**src/rtl/popcount_window_stats.sv**
```systemverilog
// Purpose: accumulates WINDOW popcount samples and reports their sum, min, max and range error.
// Latency: the result is visible 1 cycle after the final sample of a window is accepted.
// Backpressure: a one-entry result buffer; in_ready drops only for a final sample that would
//   overwrite an unconsumed result, or while clear is high.
// Ports:
//   clk, rst        - rising-edge clock, synchronous active-high reset
//   clear           - discards the partial window in progress (results untouched)
//   in_valid/ready  - sample handshake, in_count is a 5-bit ones-count (legal 0..16)
//   out_valid/ready - result handshake for out_sum/out_min/out_max/out_err
module popcount_window_stats #(
  parameter int WINDOW = 8,
  parameter int SUM_W  = 13
) (
  input  logic             clk,
  input  logic             rst,
  input  logic             clear,
  input  logic             in_valid,
  output logic             in_ready,
  input  logic [4:0]       in_count,
  output logic             out_valid,
  input  logic             out_ready,
  output logic [SUM_W-1:0] out_sum,
  output logic [4:0]       out_min,
  output logic [4:0]       out_max,
  output logic             out_err
);

  localparam int IDX_W = $clog2(WINDOW);
  localparam logic [IDX_W-1:0] LAST_IDX = IDX_W'(WINDOW - 1);

  logic [IDX_W-1:0] idx;
  logic [SUM_W-1:0] acc_sum;
  logic [4:0]       acc_min;
  logic [4:0]       acc_max;
  logic             acc_err;

  logic             is_last;
  logic             accept;
  logic [SUM_W-1:0] nxt_sum;
  logic [4:0]       nxt_min;
  logic [4:0]       nxt_max;
  logic             nxt_err;

  assign is_last = (idx == LAST_IDX);

  // A final sample may enter only when the result buffer is free or being drained
  // in the same cycle, so a pending result is never overwritten.
  assign in_ready = !clear && (!is_last || !out_valid || out_ready);
  assign accept   = in_valid && in_ready;

  // Accumulator values including the current sample; used for both the
  // mid-window update and the final result load.
  assign nxt_sum = acc_sum + SUM_W'(in_count);
  assign nxt_min = (in_count < acc_min) ? in_count : acc_min;
  assign nxt_max = (in_count > acc_max) ? in_count : acc_max;
  assign nxt_err = acc_err || (in_count > 5'd16);

  always_ff @(posedge clk) begin
    if (rst) begin
      idx       <= '0;
      acc_sum   <= '0;
      acc_min   <= 5'd31;
      acc_max   <= 5'd0;
      acc_err   <= 1'b0;
      out_valid <= 1'b0;
      out_sum   <= '0;
      out_min   <= 5'd0;
      out_max   <= 5'd0;
      out_err   <= 1'b0;
    end else begin
      // Drain first; a same-cycle result load below overrides this.
      if (out_valid && out_ready) begin
        out_valid <= 1'b0;
      end

      if (clear) begin
        idx     <= '0;
        acc_sum <= '0;
        acc_min <= 5'd31;
        acc_max <= 5'd0;
        acc_err <= 1'b0;
      end else if (accept) begin
        if (is_last) begin
          out_sum   <= nxt_sum;
          out_min   <= nxt_min;
          out_max   <= nxt_max;
          out_err   <= nxt_err;
          out_valid <= 1'b1;
          idx       <= '0;
          acc_sum   <= '0;
          acc_min   <= 5'd31;
          acc_max   <= 5'd0;
          acc_err   <= 1'b0;
        end else begin
          idx     <= idx + 1'b1;
          acc_sum <= nxt_sum;
          acc_min <= nxt_min;
          acc_max <= nxt_max;
          acc_err <= nxt_err;
        end
      end
    end
  end

endmodule

```
**config.mk**
```make
export PLATFORM = sky130hd
export DESIGN_NAME = popcount_window_stats
export DESIGN_NICKNAME = d
export VERILOG_FILES = /design/src/rtl/popcount_window_stats.sv
export SDC_FILE = /design/constraint.sdc
export NUM_CORES = 1
export LEC_CHECK = 0
export ABC_AREA = 1
export CAP_MARGIN = 20
export CORE_MARGIN = 2
export CORE_UTILIZATION = 30
export CTS_BUF_LIST = sky130_fd_sc_hd__clkbuf_4 sky130_fd_sc_hd__clkbuf_8
export CTS_CLUSTER_SIZE = 10
export DETAILED_ROUTE_END_ITERATION = 10
export SYNTH_ARGS = -nofsm -noshare
export SYNTH_HDL_FRONTEND = slang
export SYNTH_SLANG_ARGS = --single-unit
```
**constraint.sdc**
```tcl
create_clock -name clk -period 3.05 [get_ports clk]
set_input_delay 0.61 -clock clk [delete_from_list [all_inputs] [get_ports clk]]
set_output_delay 0.61 -clock clk [all_outputs]
set_load 0.005 [all_outputs]
```
==> flow_summary.toml <==
[cts]
numCtsBuffers = 5
cts_resized = 0
clkLatencyLatePin_ns = 0.30
clockBufferDepth = 2
cts-root-buf = "clkbuf_8"
cts_hold_buf = 0
ctsHtreeMaxLevel = 2
clk_pin_slew_worst_paths_ns = 0.09
cts_setup_buffers = 0
clkSinkCount = 52
cts_tree = "done"

[global_routing]
grt_pass1_wl_um = 12520
antenna_found_initial = 0
grt_max_degree = 34
grt_use_total_pct = 13.68
grt_pass1_vias = 2703
overflow = 0

[sta]
tns_ns = 0
fin_crit_ns = 2.476
hold_viol_final = 0
timing.fmax_mhz = 403.9
worstMarginPinSlew_ns = 0.7284
rsz0062_at_grt = "no"
finClkSkew_ns = 0.003596
fin_crit_sh_pct = 81.17
relSlewSlack_pct = 51.38
setup_viol = 0
drv_slew = 0

[finish]
area_delta_synth_final_pct = 18.84
finalNetCount = 489
post_route_cells_drive_above_1_share_pct = 6.048
utilization_pct = 36.51
fin_cells = 596
n_antenna_cell = 0

[setup_path]
crit_required_ns = 2.44
path_class = "flip-flop to output pin"
startpoint_type = "flip-flop"
cp.arrival_ns = 1.87
cp_max_fo = 3
endpoint_kind = "output pin"

[detailed_routing]
post_drt_wl_per_cell_um = 11.81
firstDrtPassIters = 4
antenna_left = 0
wl_um = 7041
drtIter0Drc = 145
vias = 2809
via_per_inst = 4.713
post-route-drc-count = 0

[die]
num_io_pins = 36
initial_core_util_pct = 30.72
chipWidth_um = 103.8
die_y_um = 103.8
core_area_um2 = 9729
dieArea_um2 = 10780
fp-row-count = 36

[place]
gp_congestion = 0.8907
port_buffers = 35
dp_cells = 588
dp_hpwl_um = 5221

[synthesis]
synth_mux_area_share_pct = 0
yosys.area_share.simple_pct = 32.31
yosysWarnings = 0
synth_edf_count = 0
synthArstFlopShare_pct = 0
synthMostInstantiatedCell = "nand2_1"
synth-seq-area-share_pct = 34.83
syn_nets = 458
syn_inst = 431
synth_common_cells = "nand2_1, inv_1, dfxtp_1"
ys_types = 30
synth.top_cells.by_area = "dfxtp_1, nand2_1, nand3_1"
synth_area_um2 = 2989
synth-xor-area-share_pct = 0.5860
synth_compound_area_share_pct = 14.15
synth_top_family_by_area = "simple AND/OR/NAND/NOR gates"
synth.top_cell.area_share_pct = 34.83
synth-seq-cells = 52
synth_fa_ha_area_share_pct = 7.367
synth-main-ff-cell = "dfxtp_1"
synth_top_cell_by_area = "dfxtp_1"
syn_area_per_cell_um2 = 6.935

[power]
p_per_area_nw_per_um2 = 371.4
leakagePower_nw = 1.592
vdd_drop_max_mv = 0.2120

[job]
cap_viol_max_count = 0

[min_path]
hold_path.class = "flip-flop to flip-flop"

[run_status]
outcome = "finished clean"
-- report_power, final --
part / internal [mW] / leakage [nW] / switching [mW] / total [mW]
Combinational: 0.0507 / 1.11 / 0.0983 / 0.149
Sequential: 0.685 / 0.420 / 0.00446 / 0.689
Clock: 0.253 / 0.0586 / 0.228 / 0.481
Total: 0.989 / 1.59 / 0.331 / 1.32
-- worst paths after layout --
path	start	end	slack, ns	depth (start not counted)
setup / recovery	idx[0]	in_ready	0.57	4
hold / removal	acc_err	acc_err	0.46	2
setup reg to reg	idx[0]	acc_sum[11]	0.85	7
hold reg to reg	acc_err	acc_err	0.46	2
-- metal layers --
metal  vias to the layer above  track usage [%]  routed length (um)
met1                      1285            18.03                3415
met3                        13            2.706                 252
met5                         -                0                   0
li1                       1460                -                   -
met4                         0            3.668                 136
met2                        51            22.79                3237
-- state kept, by name, indices dropped and copies added (netlist names) --
register / cells
idx: 3
out_max: 5
out_sum: 13
acc_err: 1
out_valid: 1
acc_min: 5
acc_max: 5
acc_sum: 13
out_err: 1
out_min: 5
-- critical path: stages (launching register included) --
cell and delay [ns]:
dfxtp_1 0.34, ha_1 0.20, ha_1 0.27, a21oi_4 0.23, clkdlybuf4s50_1 0.53
-- cells in the final DEF, fill, tap and decap left out, types with 2 or more instances in the layout --
master / synthesis / routed
nand2_1: 132 / 132
inv_1: 57 / 57
dfxtp_1: 52 / 52
nand3_1: 43 / 43
a21oi_1: 36 / 36
clkdlybuf4s50_1: 0 / 35
nor2_1: 17 / 17
ha_1: 16 / 16
o21a_1: 14 / 14
o21ai_0: 12 / 12
nand4_1: 8 / 8
nand3_2: 6 / 6
clkbuf_8: 0 / 5
o21ai_1: 3 / 3
o211ai_1: 3 / 3
inv_2: 2 / 2
nand4_2: 2 / 2
or2_2: 2 / 2
nand3b_1: 2 / 2
xor2_1: 2 / 2
buf_4: 1 / 2
-- stage by stage --
step	setup slack [ns]	total power, mW	cell area (um^2)	hold WS [ns]
final	0.5744	1.319	3552	0.4585
after global routing	0.4766	1.384	3552	0.4763
after CTS	0.5518	1.339	3552	0.4623
after detailed placement	0.3174	0.8539	3441	0.4476
after global placement	0.4099	0.8512	3441	0.4471
after floorplan	1.028	0.8068	2989	0.4336
-- kinds of logic (layout without fill, tap and decap cells) --
family | Yosys count | count (layout)
and+or+nand+nor | 215 | 215
buffers and inverters | 73 | 105
AOI/OAI and AO/OA | 72 | 72
DFF | 52 | 52
adders and majority gates | 17 | 17
xor gates and xnor gates | 2 | 2
-- area by class of cell --
class | instances | area [um^2]
clock buffers | 6 | 76.32
fillers | 1080 | 6177
flip-flops and latches | 52 | 1041
clock inverters | 2 | 35.03
inverters | 59 | 221.5
multi-input cells | 306 | 1627
well taps | 133 | 166.4
repair buffers | 38 | 385.4
Power figures use the tool's default switching activity.
==> patch 1: new RTL, same settings <==
Put one more register stage on the output `out_err`, with the module's reset. The value now appears one clock later. The other outputs are not delayed to match.
--- a/src/rtl/popcount_window_stats.sv
+++ b/src/rtl/popcount_window_stats.sv
@@ -27,6 +27,8 @@
 
   localparam int IDX_W = $clog2(WINDOW);
   localparam logic [IDX_W-1:0] LAST_IDX = IDX_W'(WINDOW - 1);
+
+  logic out_err_s0;
 
   logic [IDX_W-1:0] idx;
   logic [SUM_W-1:0] acc_sum;
@@ -66,7 +68,7 @@
       out_sum   <= '0;
       out_min   <= 5'd0;
       out_max   <= 5'd0;
-      out_err   <= 1'b0;
+      out_err_s0 <= 1'b0;
     end else begin
       // Drain first; a same-cycle result load below overrides this.
       if (out_valid && out_ready) begin
@@ -84,7 +86,7 @@
           out_sum   <= nxt_sum;
           out_min   <= nxt_min;
           out_max   <= nxt_max;
-          out_err   <= nxt_err;
+          out_err_s0 <= nxt_err;
           out_valid <= 1'b1;
           idx       <= '0;
           acc_sum   <= '0;
@@ -102,5 +104,13 @@
     end
   end
 
+  always_ff @(posedge clk) begin
+    if (rst) begin
+      out_err <= '0;
+    end else begin
+      out_err <= out_err_s0;
+    end
+  end
+
 endmodule
 
Check against the original RTL: not equivalent (a bounded check fails within 10 cycles, from zero or initial values and one cycle with rst high).
==> patch 1 against the original RTL <==
  * Area after synthesis is 0.92% higher
  * Clock power is 21% higher
  * Core utilization is 0.38 points higher
  * Worst hold slack worse by 0.020 ns
  * Register-to-register slack better by 0.02 ns
  * Wire length is 0.99% higher
  * Worst setup slack worse by 0.017 ns
  * Power is 8.5% higher
  * Sequential cell count is 1 higher
  * Maximum frequency is 0.69% lower
  * Non-clock buffer count stayed put
  * Design area is 1.5% higher
==> patch 1: results (changes against the original RTL) <==
Status
  • Outcome: completed (unchanged)

Global route
  • Via count of the first global-routing pass: 2617 (was 2703)
  • Met2 Track Usage GR: 22.60% (was 22.79%)
  • First-pass GRT wire length: 12.39 mm (was 12.52 mm)
  • GRT Overall Usage: 13.69% (was 13.68%)

Synth
  • Arithmetic-cell share of the synthesized area counting full adders, half adders and majority gates: 7.300% (was 7.367%)
  • Syn Inst Count: 434 (was 431)
  • Most common library cells after synthesis: 132 x sky130_fd_sc_hd__nand2_1, 58 x sky130_fd_sc_hd__inv_1, 53 x sky130_fd_sc_hd__dfxtp_1 (was 132 x sky130_fd_sc_hd__nand2_1, 57 x sky130_fd_sc_hd__inv_1, 52 x sky130_fd_sc_hd__dfxtp_1)
  • Post-synthesis sequential area ratio: 35.17% (was 34.83%)

Final layout
  • Layout cell share with drive strength beyond 1: 6.009% (was 6.048%)

Routing
  • Detailed Route Iter0 Violations: 124 (was 145)
  • Per-cell routed wire length: 11.87 um (was 11.81 um)
  • Detailed-route via count: 2784 (was 2809)
  • Total wirelength of the detailed-routed design: 7.111 mm (was 7.041 mm)

Placement
  • Minimum setup slack after placement: 0.3780 ns (was 0.3174 ns)
  • Sum of net half-perimeters after detailed placement: 5.124 mm (was 5.221 mm)
  • Gpl congestion: 0.9517 (was 0.8907)
  • Placed inst area: 3468 um^2 (was 3441 um^2)

Worst setup path
  • Reg2reg setup slack: 0.87 ns (was 0.85 ns)

Power and ir drop
  • Switching power: 353.2 uW (was 330.7 uW)
  • Combinational fraction of design power: 10.1% (was 11.3%)
  • Sequential Power: 702 uW (was 689 uW)

Worst hold path
  • Worst Hold Endpoint: out_err (was acc_err)

CTS
  • Worst skew pair latency: 0.32 ns (was 0.30 ns)

STA
  • Actual transition at the worst max-transition pin: 0.7262 ns (was 0.7284 ns)
patch 1: area by class of cell:
cell class                      instances  area, um^2
Multi-Input combinational cell        307        1630
Clock inverter                          3       68.82
Timing Repair Buffer                   38       385.4
Clock buffer                            5       68.82
Tap cell                              133       166.4
Fill cell                            1038        6168
Inverter                               60       225.2
Sequential cell                        53        1061
patch 1: how the worst max path moves through the flow:
| stage | depth (start not counted) | slack (ns) | endpoint | start |
|---|---|---|---|---|
| global route | 4 | 0.47 | in_ready | idx[0] |
| finish | 4 | 0.56 | in_ready | idx[0] |
| global placement | 10 | 0.40 | out_min[1] | in_count[2] |
| floorplan | 7 | 1.03 | out_sum[4] | in_count[0] |
| detailed placement | 10 | 0.38 | out_min[1] | in_count[2] |
| CTS | 4 | 0.54 | in_ready | idx[0] |
patch 1: metal layers:
layer  share of wire, %  wire length, um
met1                 48             3444
met2                 46             3262
met3                3.7              266
met4                1.9              138
met5                  0                0
==> patch 2: new RTL, same flow settings <==
Without the edit above. The parameter `SUM_W` goes from 13 to 26.
--- a/src/rtl/popcount_window_stats.sv
+++ b/src/rtl/popcount_window_stats.sv
@@ -9,7 +9,7 @@
 //   out_valid/ready - result handshake for out_sum/out_min/out_max/out_err
 module popcount_window_stats #(
   parameter int WINDOW = 8,
-  parameter int SUM_W  = 13
+  parameter int SUM_W  = 26
 ) (
   input  logic             clk,
   input  logic             rst,
Interface: changed (resized out_sum); port bits go from 36 to 49. The function was not compared with the original's and may differ.
==> patch 2 against the original RTL <==
  * Wire length rose by 48%
  * Synthesized cell count rose by 52%
  * Critical path type unchanged
  * Sequential cell count rose by 26
  * Cell count rose by 49%
  * Design area rose by 45%
  * Maximum frequency fell by 2.8%
  * Largest power group unchanged
  * Non-clock buffer count rose by 18
  * Largest cell class unchanged
  * Power rose by 51%
  * Area after synthesis rose by 43%
  * Worst setup slack got worse by 0.072 ns
==> patch 2: results (changes against the original RTL) <==
Global route
  • Largest net degree at the start of global routing: 45 (was 34)
  • Met2 Track Usage GR: 23.73% (was 22.79%)
  • Met1 Track Usage GR: 20.77% (was 18.03%)
  • Via count of the first global-routing pass: 3692 (was 2703)
  • First-pass GRT wire length: 17.91 mm (was 12.52 mm)
  • Met3 track demand over resource in global routing: 2.168% (was 2.706%)

Worst setup path
  • Worst r2r path cells: 10 (was 7)
  • Data arrival at the endpoint of the critical path: 1.94 ns (was 1.87 ns)
  • FF-to-FF End: acc_min[0] (was acc_sum[11])
  • Reg2reg setup slack: 0.91 ns (was 0.85 ns)

Synth
  • Synthesized Nets: 684 (was 458)
  • Most common library cells after synthesis: 208 x sky130_fd_sc_hd__nand2_1, 103 x sky130_fd_sc_hd__inv_1, 78 x sky130_fd_sc_hd__dfxtp_1 (was 132 x sky130_fd_sc_hd__nand2_1, 57 x sky130_fd_sc_hd__inv_1, 52 x sky130_fd_sc_hd__dfxtp_1)
  • Dominant cells by area after synthesis: sky130_fd_sc_hd__dfxtp_1 36%, sky130_fd_sc_hd__nand2_1 18%, sky130_fd_sc_hd__inv_1 9.0%, sky130_fd_sc_hd__a21oi_1 7.2%, sky130_fd_sc_hd__nand3_1 5.0% (was sky130_fd_sc_hd__dfxtp_1 35%, sky130_fd_sc_hd__nand2_1 17%, sky130_fd_sc_hd__nand3_1 7.2%, sky130_fd_sc_hd__inv_1 7.2%, sky130_fd_sc_hd__ha_1 6.7%)
  • Post-synthesis sequential area ratio: 36.46% (was 34.83%)
  • Warnings from Yosys: 0 (unchanged)

Power and ir drop
  • Static power due to leakage: 0.002270 uW (was 0.001592 uW)
  • Max rail drop VDD: 177.8 uV (was 212.0 uV)

Status
  • Outcome: completed (unchanged)

STA
  • Setup clock skew after layout: 0.01562 ns (was 0.003596 ns)
  • Rel. slew slack: 58.43% (was 51.38%)
  • Hold WS: 0.4660 ns (was 0.4585 ns)

Routing
  • Met2 wire len: 4.597 mm (was 3.237 mm)
  • Total wirelength of the detailed-routed design: 10.44 mm (was 7.041 mm)
  • Routed wire length on met3: 571 um (was 252 um)
  • Detailed-route via count: 4021 (was 2809)
  • Detailed Route Iter0 Violations: 237 (was 145)
  • Wire length on met1: 5.128 mm (was 3.415 mm)

Placement
  • Sum of net half-perimeters after detailed placement: 7.783 mm (was 5.221 mm)
  • Input/output buffers: 48 (was 35)
  • Minimum setup slack after placement: 0.1470 ns (was 0.3174 ns)
  • Gpl congestion: 0.8742 (was 0.8907)

CTS
  • Worst skew pair latency: 0.36 ns (was 0.30 ns)
  • Number of clock buffers inserted by TritonCTS: 9 (was 5)
  • Cell at the root of the clock tree: sky130_fd_sc_hd__clkbuf_8 (unchanged)
  • # Post-CTS Setup Buffers: 0 (unchanged)
  • H-Tree Level Count: 3 (was 2)

Worst hold path
  • Startpoint of the most critical hold path: acc_max[1] (was acc_err)
  • Worst Hold Endpoint: acc_max[1] (was acc_err)

Final layout
  • Filler cell count: 1487 (was 1080)
  • Total Nets Final: 728 (was 489)
  • Registers with the most flip-flops: acc_sum x26, out_sum x26 (was acc_sum x13, out_sum x13)
==> patch 2: how the worst max path moves through the flow <==
stage,from,to,slack [ns],cells after the start
global placement,in_count[0],out_sum[14],0.18,11
CTS,idx[0],in_ready,0.46,4
finish,idx[0],in_ready,0.50,4
detailed placement,in_count[0],out_sum[14],0.15,11
floorplan,in_count[0],out_sum[14],0.97,10
global route,in_count[0],out_sum[14],0.33,11
==> patch 2: cell type report <==
type	instances	area [um^2]	share of cell area, %
Clock buffer	9	123.9	2.406
Clock inverter	7	81.33	1.580
Inverter	105	394.1	7.655
Multi-Input combinational cell	451	2210	42.92
Sequential cell	78	1562	30.33
Tap cell	180	225.2	4.374
Timing Repair Buffer	56	553.0	10.74
==> patch 2: metrics by stage <==
| step | cells | cell area, um^2 |
|---|---|---|
| 2_1_floorplan | 657 | 4283 |
| 3_3_place_gp | 870 | 4943 |
| 3_5_place_dp | 870 | 4943 |
| 4_1_cts | 886 | 5149 |
| 5_1_grt | 886 | 5149 |
| 6_report | 886 | 5149 |
==> patch 2: critical path, stage by stage (launching register included) <==
cell and delay [ns]:
sky130_fd_sc_hd__dfxtp_1 0.33, sky130_fd_sc_hd__ha_1 0.19, sky130_fd_sc_hd__ha_1 0.28, sky130_fd_sc_hd__a21oi_2 0.24
sky130_fd_sc_hd__clkdlybuf4s50_1 0.54
==> patch 2: power by group through the flow <==
stage               clock network, uW  logic (uW)  registers (uW)
detailed placement                  0         158            1050
global placement                    0         158            1050
global route                      876         179            1030
floorplan                           0        99.7            1050
CTS                               840         159            1030
finish                            808         157            1030
==> patch 2: logic make-up after synthesis <==
logic type | after synthesis | share of synthesized area [%]
flops | 78 | 36.46
buf+inv | 128 | 11.95
simple gates | 314 | 30.56
xor+xnor | 8 | 1.636
compound gates | 112 | 14.26
fa+ha+maj | 17 | 5.142
